### src/rtl/bexkat1Def.sv
// Shared bexkat1 definitions: instruction type codes, memory access size and
// memory-stage FSM state types.
package bexkat1Def;

  // Instruction type codes carried in ir[31:28]
  localparam logic [3:0] T_INH    = 4'd0;
  localparam logic [3:0] T_PUSH   = 4'd1;
  localparam logic [3:0] T_POP    = 4'd2;
  localparam logic [3:0] T_CMP    = 4'd3;
  localparam logic [3:0] T_MOV    = 4'd4;
  localparam logic [3:0] T_FP     = 4'd5;
  localparam logic [3:0] T_ALU    = 4'd6;
  localparam logic [3:0] T_INT    = 4'd7;
  localparam logic [3:0] T_LDI    = 4'd8;
  localparam logic [3:0] T_LOAD   = 4'd9;
  localparam logic [3:0] T_STORE  = 4'd10;
  localparam logic [3:0] T_BRANCH = 4'd11;
  localparam logic [3:0] T_JUMP   = 4'd12;

  typedef enum logic [1:0] {
    MEM_WORD = 2'd0,
    MEM_HALF = 2'd1,
    MEM_BYTE = 2'd2
  } memsize_t;

  typedef enum logic [1:0] {
    MS_IDLE = 2'd0,
    MS_BUS  = 2'd1,
    MS_DONE = 2'd2
  } memstate_t;

  // LOAD/STORE size field: 0 and 3 are both full words
  function automatic memsize_t ls_size(input logic [1:0] op);
    case (op)
      2'd1:    return MEM_HALF;
      2'd2:    return MEM_BYTE;
      default: return MEM_WORD;
    endcase
  endfunction

endpackage

### src/rtl/mem_lanes.sv
// Big-endian byte-lane steering: byte select, store data replication and
// load data extraction (right-justified, zero-extended). Purely combinational.
module mem_lanes
  import bexkat1Def::*;
(
  input  logic [1:0]  size_i,
  input  logic [1:0]  addr_i,
  input  logic [31:0] wdata_i,
  input  logic [31:0] rdata_i,
  output logic [3:0]  sel_o,
  output logic [31:0] wdata_o,
  output logic [31:0] rdata_o
);

  // Lane select and data alignment; byte 0 of a word lives in bits 31:24
  always_comb begin
    sel_o   = 4'b1111;
    wdata_o = wdata_i;
    rdata_o = rdata_i;
    if (size_i == MEM_BYTE) begin
      sel_o   = 4'b1000 >> addr_i;
      wdata_o = {4{wdata_i[7:0]}};
      case (addr_i)
        2'd0:    rdata_o = {24'h0, rdata_i[31:24]};
        2'd1:    rdata_o = {24'h0, rdata_i[23:16]};
        2'd2:    rdata_o = {24'h0, rdata_i[15:8]};
        default: rdata_o = {24'h0, rdata_i[7:0]};
      endcase
    end else if (size_i == MEM_HALF) begin
      // addr[0] is ignored: halfwords are forced onto a 2-byte boundary
      sel_o   = addr_i[1] ? 4'b0011 : 4'b1100;
      wdata_o = {2{wdata_i[15:0]}};
      rdata_o = addr_i[1] ? {16'h0, rdata_i[15:0]} : {16'h0, rdata_i[31:16]};
    end
  end

endmodule

### config.mk
export PLATFORM = sky130hd
export DESIGN_NAME = mem_lanes
export DESIGN_NICKNAME = d
export VERILOG_FILES = /design/src/rtl/bexkat1Def.sv /design/src/rtl/mem_lanes.sv
export SDC_FILE = /design/constraint.sdc
export NUM_CORES = 1
export LEC_CHECK = 0
export CAP_MARGIN = 20
export CORE_MARGIN = 3
export CORE_UTILIZATION = 32
export DETAILED_ROUTE_END_ITERATION = 12
export GPL_ROUTABILITY_DRIVEN = 0
export MAX_ROUTING_LAYER = met4
export PLACE_DENSITY = 0.91
export RECOVER_POWER = 50
export SYNTH_ARGS = -nofsm -noshare
export SYNTH_HDL_FRONTEND = slang
export SYNTH_SLANG_ARGS = --single-unit
export TNS_END_PERCENT = 5
### constraint.sdc
create_clock -name vclk -period 1.9
set_input_delay 0.285 -clock vclk [all_inputs]
set_output_delay 0.285 -clock vclk [all_outputs]
set_load 0.01 [all_outputs]
-- After elaboration in Yosys (flattened, before gate mapping)
Cells that the tools add are included.
- muxes and demuxes: 9
- shift operators: 1
- reduce and logical (&&, ||, !) cells: 1
- equal/unequal tests: 4
- operators by type and width (kind ; count):
    32-bit two-way mux ; 4
    8-bit case mux with 3 select lines ; 1
    16-bit two-way mux ; 1
    4-bit two-way mux ; 3
    2-bit by 1-bit equality test with 1-bit output (second input constant) ; 2
    2-bit equality test (second input constant) ; 2
    4-bit by 2-bit >> shifter with 4-bit output (first input constant) ; 1
    2-bit zero test ; 1
- bits in registers: 0
- output and inout bits: 68
- input port bits: 68
- word-level logic and storage cells: 15

-- Logic depth before layout (Yosys ltp)
Gate-level depths: netlist of run 1.
- depth in word-level cells: 3
- mapped depth: 6
- depth with buffers taken out: 3

-- Worst setup path before layout of run 1
OpenSTA, ideal clock, no wires.
- path kind: input -> output
- from: in addr_i[1]
- to: out rdata_o[1]
- stages: 5
- arrival time: 1.223 ns
- setup slack: 0.392 ns
- path buffers: 2
- data required time: 1.615 ns
- cells stage by stage: buf_2 -> nand2b_1 -> buf_1 -> o22ai_1 -> a211oi_1
- cells in the longest elaborated chain, start to end: 3
- elaborated cells between the ends (all ways): 7
- classes of those cells: eq/ne: 2; mux: 4; reduce/logical: 1
- RTL lines (item ; RTL line ; source):
    from (decl) ; mem_lanes.sv:7 ; input logic [1:0] addr_i,
    2-bit equality test (tied with other cells) ; mem_lanes.sv:23 ; case (addr_i)
    8-bit case mux with 3 select lines / 32-bit two-way mux (equally long branches) ; mem_lanes.sv:23, mem_lanes.sv:29 ;
    32-bit two-way mux (*) ; mem_lanes.sv:20 ; if (size_i == MEM_BYTE) begin
    to (decl) ; mem_lanes.sv:12 ; output logic [31:0] rdata_o
Every way passes the cells marked *; elsewhere a longest branch is shown, timed or not.

-- Worst setup path after layout of run 1
- from: in size_i[1]
- to: out wdata_o[19]
- cells in the longest elaborated chain, start to end: 3
- elaborated cells between the ends (all ways): 4
- classes of those cells: eq/ne: 2; mux: 2
- RTL lines (item ; RTL line ; source):
    from (decl) ; mem_lanes.sv:6 ; input logic [1:0] size_i,
    2-bit by 1-bit equality test with 1-bit output ; mem_lanes.sv:29 ; end else if (size_i == MEM_HALF) begin
    32-bit two-way mux ; mem_lanes.sv:29 ;
    32-bit two-way mux (*) ; mem_lanes.sv:20 ;
    to (decl) ; mem_lanes.sv:11 ; output logic [31:0] wdata_o,
Marked as above.

==> results.cfg, run 1 <==
[status]
violations = setup timing
status = complete, but fails checks

[cells_and_area]
diodes = 0
flops_and_latches = 0
fin_nets = 382
ff_latch_area_um2 = 0
syn2layout_area_growth_pct = 115
drive_above_1_share_pct = 30.8
final.clkbuf_count = 0

[synth]
synth.top_cell.area_share_pct = 18.1
synthCells = 167
synth-seq-area-share_pct = 0
ys_warn_count = 0
syn_nets = 235
synthTopCellsByCount = a211oi_1, mux2_2, a21oi_1
ys_types = 26
synth_area_um2 = 1240
avgSynthCellArea_um2 = 7.45
yosysTopAreaCell = mux2_2
synth.most_common_cell = a211oi_1
yosys-top-cells-area = mux2_2, a211oi_1, and2_1

[timing]
finalSetupViolations = 2
finalCriticalPeriod_ns = 1.92
holdWs_ns = 1.15
slew_headroom_pct = 84.8
hold_viol = 0
post-route-period-util_pct = 101
worst_slew_pin_slew_ns = 0.226
slew_viol_final = 0
finalWorstSetupSlack_ns = -0.0151
grt_setup_unrepaired = true
maxClockFrequency_mhz = 522

[floorplanning]
core_um2 = 3720
ios = 136
fp.dieW_um = 68.4
die_y_um = 68.4
dieArea_um2 = 4680
placementRows = 22
initial_core_util_pct = 33.5

[hold_path]
hold_path.class = in2out
hp-start = addr_i[1]
worstHoldEndpoint = sel_o[3]
hold_depth = 3

[global_route]
antenna_found_initial = 0
grt_pass1_wl_um = 8210
grt-ovfl-total = 0
grt_max_degree = 25
grt_usage_pct = 23.4
grt_pass1_vias = 1789

[worst_setup_path]
worstPathArrival_ns = 1.63
cp-end-kind = output pin
startpoint_type = primary input
worstPathMaxFanout = 6
crit_path_start = size_i[1]
required_ns = 1.62
crit_type = in2out

[pwr]
ir_drop_uv = 146
power_density_nw_per_um2 = 256
p_leak_nw = 1.18

[detailed_routing]
dr.first_iter.drc_count = 47
antenna_left = 0
drcViolationCount = 0
drt-wirelength-per-cell_um = 15.5
vias = 1823
vias_per_cell = 5.06
first_pass_iters = 4
routed_wl_um = 5590

[placement]
post-place-ws_ns = -0.559
portBuffers = 136
place_hpwl_um = 4570

[run]
drv_cap = 0
## cell type report
class / instances / area, µm²
repair buffers: 171 / 1560
multi-input cells: 141 / 1050
well taps: 48 / 60.1
fillers: 313 / 1040
## metrics by stage
step	instances	setup TNS [ns]	power [mW]	utilization [%]	area (µm²)
3_5_place_dp	357	-27.60	0.767	74.5	2770
5_1_grt	360	-0.363	0.736	72.0	2670
2_1_floorplan	167	0	0.313	-	1240
6_report	360	-0.0193	0.685	72.0	2670
4_1_cts	360	-0.0721	0.705	73.6	2730
3_3_place_gp	357	-25.13	0.751	74.5	2770
## how the worst max path moves through the flow
stage | cells after the start | slack (ns) | end
2_1_floorplan | 5 | 0.39 | rdata_o[1]
3_3_place_gp | 6 | -0.52 | rdata_o[4]
3_5_place_dp | 6 | -0.56 | rdata_o[6]
4_1_cts | 7 | -0.04 | wdata_o[18]
5_1_grt | 7 | -0.06 | rdata_o[13]
6_report | 7 | -0.02 | wdata_o[19]
## routing by layer
layer | GRT usage (%) | wire length [µm] | vias to the layer above
li1 | - | - | 898
met1 | 24.5 | 2080 | 842
met2 | 46.3 | 3080 | 69
met3 | 1.48 | 281 | 14
met4 | 6.20 | 155 | 0
met5 | - | 0 | -
## critical path: stages
cell	delay, ns
dlygate4sd2_1	0.26
nor2b_4	0.14
buf_4	0.14
nor2_4	0.12
buf_12	0.14
mux2_2	0.32
clkdlybuf4s15_2	0.22
## cell usage in the layout (no fill, tap or decap), types with 3 or more instances in the layout
cell type,netlist,final
a211oi_2,1,4
clkbuf_2,1,9
mux2i_1,8,8
a21oi_1,19,19
mux2_4,4,4
buf_4,10,26
mux2_2,20,20
o22ai_1,8,8
clkdlybuf4s50_1,0,64
buf_2,4,11
a211oi_1,23,20
clkdlybuf4s15_2,0,5
buf_6,8,4
nor2_1,6,5
dlygate4sd2_1,0,39
nand2_1,17,17
buf_12,0,5
and2_1,16,16
dlygate4sd3_1,0,8
nor2_2,2,3
nor2b_1,8,8
## power by group
group / total [mW] / leakage, nW / internal (mW) / switching, mW
Combinational: 0.685 / 1.18 / 0.399 / 0.286
Sequential: 0 / 0 / 0 / 0
Clock: 0 / 0 / 0 / 0
Total: 0.685 / 1.18 / 0.399 / 0.286
## kinds of logic after synthesis
| family | count (synthesis) | synth area share [%] |
|---|---|---|
| buffers and inverters | 26 | 16.2 |
| muxes | 32 | 29.3 |
| AOI/OAI and AO/OA | 53 | 27.7 |
| and+or+nand+nor | 56 | 26.7 |
## what timing repair did
action | in CTS | in global routing
buffers inserted | 2 | 0
gates resized for setup | 126 | 14
setup endpoints to repair | 60 | 18
hold buffers | 0 | 0
cloned | 1 | 0
pin swaps | 3 | 2
(Power assumes the default switching activity.)
==> run 2: changes to the inputs <==
- ABC_AREA: not set -> 1
- CORE_UTILIZATION: 32 -> 31
==> run 2 against run 1 <==
The flow now finishes without violations. Synthesized area decreased by 6.2%. Combinational power is 2% higher. Total power rose by 1.7%. Flip-flop and latch count unchanged.
==> results.cfg, run 2 <==
[hold_path]
hold_depth = 4
hp-start = addr_i[0]
hold_path.class = in2out
worstHoldEndpoint = sel_o[2]

[synth]
yosysTopAreaCell = nand2_1
synth_area_um2 = 1170
avgSynthCellArea_um2 = 4.36
synthCells = 268
ys_types = 14
ys_warn_count = 0
synth-seq-area-share_pct = 0
yosys-top-cells-area = nand2_1, nand3_1, nor2_1
synthTopCellsByCount = nand2_1, nand3_1, nor2_1
synth.most_common_cell = nand2_1
synth.top_cell.area_share_pct = 39.2
syn_nets = 336

[global_route]
grt-ovfl-total = 0
grt_pass1_vias = 2096
grt_usage_pct = 26.3
antenna_found_initial = 0
grt_max_degree = 25
grt_pass1_wl_um = 9250

[cells_and_area]
flops_and_latches = 0
drive_above_1_share_pct = 10.5
final_common_cell = nand2_1
layout_common_cells = nand2_1, clkdlybuf4s50_1, nand3_1
syn2layout_area_growth_pct = 131
fin_cells = 457
multiInputGateArea_um2 = 933
ff_latch_area_um2 = 0
fin_util_pct = 77.7
fin_nets = 481
fill_cells = 309
diodes = 0
final.clkbuf_count = 0

[worst_setup_path]
cp-end-kind = output pin
cp_slowest_cell = dlygate4sd2_1
cp_slowest_stage_delay_ns = 0.27
crit_type = in2out
required_ns = 1.62
cp.buffers_inverters = 5
startpoint_type = primary input
worstPathArrival_ns = 1.52
path_cells = dlygate4sd2_1, inv_2, nand2_4, inv_4, clkbuf_2, nand2_1, nand3_1, dlygate4sd2_1
worstPathMaxFanout = 7
cpMostUsedCell = dlygate4sd2_1
path_delay_family = buffers and inverters

[pwr]
ir_drop_uv = 142
p_leak_nw = 1.51
power_uw = 697
power_density_nw_per_um2 = 258

[floorplanning]
placementRows = 21
ios = 136
dieArea_um2 = 4540
die_y_um = 67.4
core_um2 = 3470
initial_core_util_pct = 33.7
fp.dieW_um = 67.4

[timing]
hold_viol = 0
grt_setup_unrepaired = false
finalSetupTns_ns = 0
worst_slew_pin_slew_ns = 0.278
maxClockFrequency_mhz = 554
post-route-period-util_pct = 95.0
finalSetupViolations = 0
finalCriticalPeriod_ns = 1.80
slew_headroom_pct = 81.5
slew_viol_final = 0

[detailed_routing]
dr.first_iter.drc_count = 98
drt-wirelength-per-cell_um = 13.4
first_pass_iters = 4
vias = 2238
routed_wl_um = 6120
vias_per_cell = 4.90
antenna_left = 0
drcViolationCount = 0

[run]
drv_cap = 0

[placement]
place_hpwl_um = 4840
portBuffers = 136
place_inst = 451

[status]
status = finished clean

[clock_tree]
postCtsHoldBufs = 0
## run 2: worst max path at each step
stage / start / end / slack [ns] / cells after the start
final: size_i[0] / wdata_o[26] / 0.1 / 8
after global routing: size_i[0] / rdata_o[1] / 0.02 / 8
after CTS: addr_i[1] / rdata_o[4] / -0.08 / 8
after detailed placement: size_i[0] / rdata_o[21] / -0.45 / 9
after global placement: size_i[0] / rdata_o[21] / -0.40 / 9
after floorplan: addr_i[0] / rdata_o[1] / 0.58 / 6
## run 2: through the flow
step                      worst slack, ns  hold slack (ns)  instance area, µm²
final                              0.0954             1.23                2700
after detailed placement           -0.449             1.50                2670
after floorplan                     0.584            0.662                1170
after global routing               0.0158             1.28                2700
after global placement             -0.402             1.50                2670
after CTS                         -0.0762             1.34                2730
## run 2: layout make-up
| cell class | count | area share, % |
|---|---|---|
| inverters | 28 | 4.18 |
| repair buffers | 165 | 59.1 |
| multi-input cells | 218 | 34.6 |
| well taps | 46 | 2.14 |
## run 2: routing by layer
layer,track usage [%],vias to the layer above,share of wire (%)
li1,-,1118,-
met1,26.4,999,37
met2,52.6,115,51
met3,4.99,6,11
met4,4.30,0,1.0
met5,-,-,0
## run 2: kinds of logic (layout without fill, tap and decap cells)
group / after synthesis / count (layout) / synth area share, %
simple gates: 195 / 195 / 69.9
compound gates: 23 / 23 / 9.86
buf+inv: 50 / 193 / 20.3
## run 2: power breakdown
part | switching, mW | internal (mW)
combinational | 0.325 | 0.372
sequential | 0 | 0
clock | 0 | 0
## run 2: timing repair
item / CTS / global route
gates resized for setup: 80 / 22
setup endpoints to repair: 60 / 33
setup buffers: 5 / 0
cloned: 1 / 0
pin swaps: 1 / 1
==> run 3: changes to the inputs <==
- PLACE_DENSITY: 0.91 -> 0.95
- SLEW_MARGIN: not set -> 40
==> run 3 against run 2 <==
Count of clock-buffer cells in the layout is the same. Combinational power shrank 4.9%. Cell area down 4.1%. Highest routed layer unchanged.
==> results.cfg, run 3 (same netlist as run 2, synthesis figures left out) <==
[status]
status = finished clean

[cells_and_area]
flops_and_latches = 0
drive_above_1_share_pct = 7.88
fin_nets = 476
final_common_cell = nand2_1
syn2layout_area_growth_pct = 121
ff_latch_area_um2 = 0
diodes = 0
fill_cells = 342
final.clkbuf_count = 0
fin_cells = 452
layout_common_cells = nand2_1, clkdlybuf4s50_1, dlygate4sd2_1

[pwr]
p_leak_nw = 1.46
p_comb_share_pct = 100.0
p_int_uw = 346
power_density_nw_per_um2 = 257
clkPwrFrac_pct = 0
p_switching_uw = 318
ir_drop_uv = 122
power_uw = 663
swShare_pct = 47.9
p_seq_share_pct = 0

[timing]
worst_slew_pin_slew_ns = 0.208
holdWs_ns = 1.07
finalCriticalPeriod_ns = 1.84
slew_headroom_pct = 86.0
finalSetupViolations = 0
hold_viol = 0
post-route-period-util_pct = 96.7
grt_setup_unrepaired = false
slew_viol_final = 0
maxClockFrequency_mhz = 544

[global_route]
antenna_found_initial = 0
grt_pass1_wl_um = 9360
grt-ovfl-total = 0
grt_pass1_vias = 2167
grt_max_degree = 23
grt_usage_pct = 26.5

[detailed_routing]
vias_per_cell = 4.91
vias = 2219
drcViolationCount = 0
antenna_left = 0
drt-wirelength-per-cell_um = 13.2
routed_wl_um = 5990
dr.first_iter.drc_count = 125
first_pass_iters = 5

[worst_setup_path]
crit_type = in2out
crit_path_start = size_i[0]
worstPathArrival_ns = 1.55
endpoint = wdata_o[26]
required_ns = 1.62
startpoint_type = primary input
cp-end-kind = output pin
worstPathMaxFanout = 12

[placement]
place_inst = 451
place_hpwl_um = 5070
portBuffers = 136

[floorplanning]
initial_core_util_pct = 33.7
ios = 136
dieArea_um2 = 4540
die_y_um = 67.4
fp.dieW_um = 67.4
placementRows = 21
core_um2 = 3470

[clock_tree]
postCtsHoldBufs = 0

[hold_path]
hold_path.class = in2out

[run]
drv_cap = 0
[run 3: changes by cell type in the layout (fill, tap and decap cells not counted), moves of 3 or more]
cell	before	now
clkdlybuf4s25_1	4	1
buf_4	18	12
o21ai_0	9	14
clkdlybuf4s15_2	5	0
dlymetal6s2s_1	4	1
clkdlybuf4s15_1	5	0
o21ai_1	6	1
dlygate4sd2_1	41	56
[run 3: worst min path at each step]
stage	startpoint	endpoint	slack, ns	depth (start not counted)
3_3_place_gp	wdata_i[2]	wdata_o[2]	1.51	2
3_5_place_dp	wdata_i[2]	wdata_o[2]	1.51	2
4_1_cts	wdata_i[31]	wdata_o[31]	1.22	4
2_1_floorplan	wdata_i[0]	wdata_o[0]	0.66	1
5_1_grt	addr_i[1]	sel_o[0]	1.12	5
6_report	addr_i[1]	sel_o[0]	1.07	5
[run 3: power groups by stage]
stage | combinational (mW) | sequential [mW] | clock, mW
2_1_floorplan | 0.283 | 0 | 0
3_3_place_gp | 0.729 | 0 | 0
3_5_place_dp | 0.742 | 0 | 0
4_1_cts | 0.678 | 0 | 0
5_1_grt | 0.725 | 0 | 0
6_report | 0.663 | 0 | 0
[run 3: timing repair]
item                                    in CTS  in global routing
resized for setup                           82                  8
endpoints found under the setup margin      60                  8
setup buffers                                1                  0
[run 3: routing by layer]
| layer | wire length (µm) | GRT usage, % | up-vias |
|---|---|---|---|
| met1 | 2260 | 28.0 | 998 |
| li1 | - | - | 1108 |
| met2 | 3030 | 50.4 | 101 |
| met3 | 586 | 4.49 | 12 |
| met4 | 119 | 6.84 | 0 |
| met5 | 0 | - | - |
[run 3: through the flow]
| stage | area, µm² | util, % | setup slack [ns] | TNS (ns) |
|---|---|---|---|---|
| after floorplan | 1170 | - | 0.584 | 0 |
| after global placement | 2650 | 76.5 | -0.378 | -19.99 |
| after detailed placement | 2650 | 76.5 | -0.413 | -21.34 |
| after CTS | 2610 | 75.3 | -0.0769 | -0.0769 |
| after global routing | 2580 | 74.5 | 0.00379 | 0 |
| final | 2580 | 74.5 | 0.0626 | 0 |
[run 3: critical path: stages]
cell and delay, ns:
dlygate4sd2_1 0.25, inv_2 0.10, nand2_4 0.08, inv_4 0.09, nor2_8 0.04, buf_8 0.14, buf_4 0.15, nand2_1 0.05
nand3_1 0.07, dlygate4sd2_1 0.30
[run 3: cell type report]
class	instances	area (µm²)	share of cell area, %
well taps	46	57.6	2.23
repair buffers	160	1480	57.3
inverters	28	108	4.16
multi-input cells	218	938	36.3
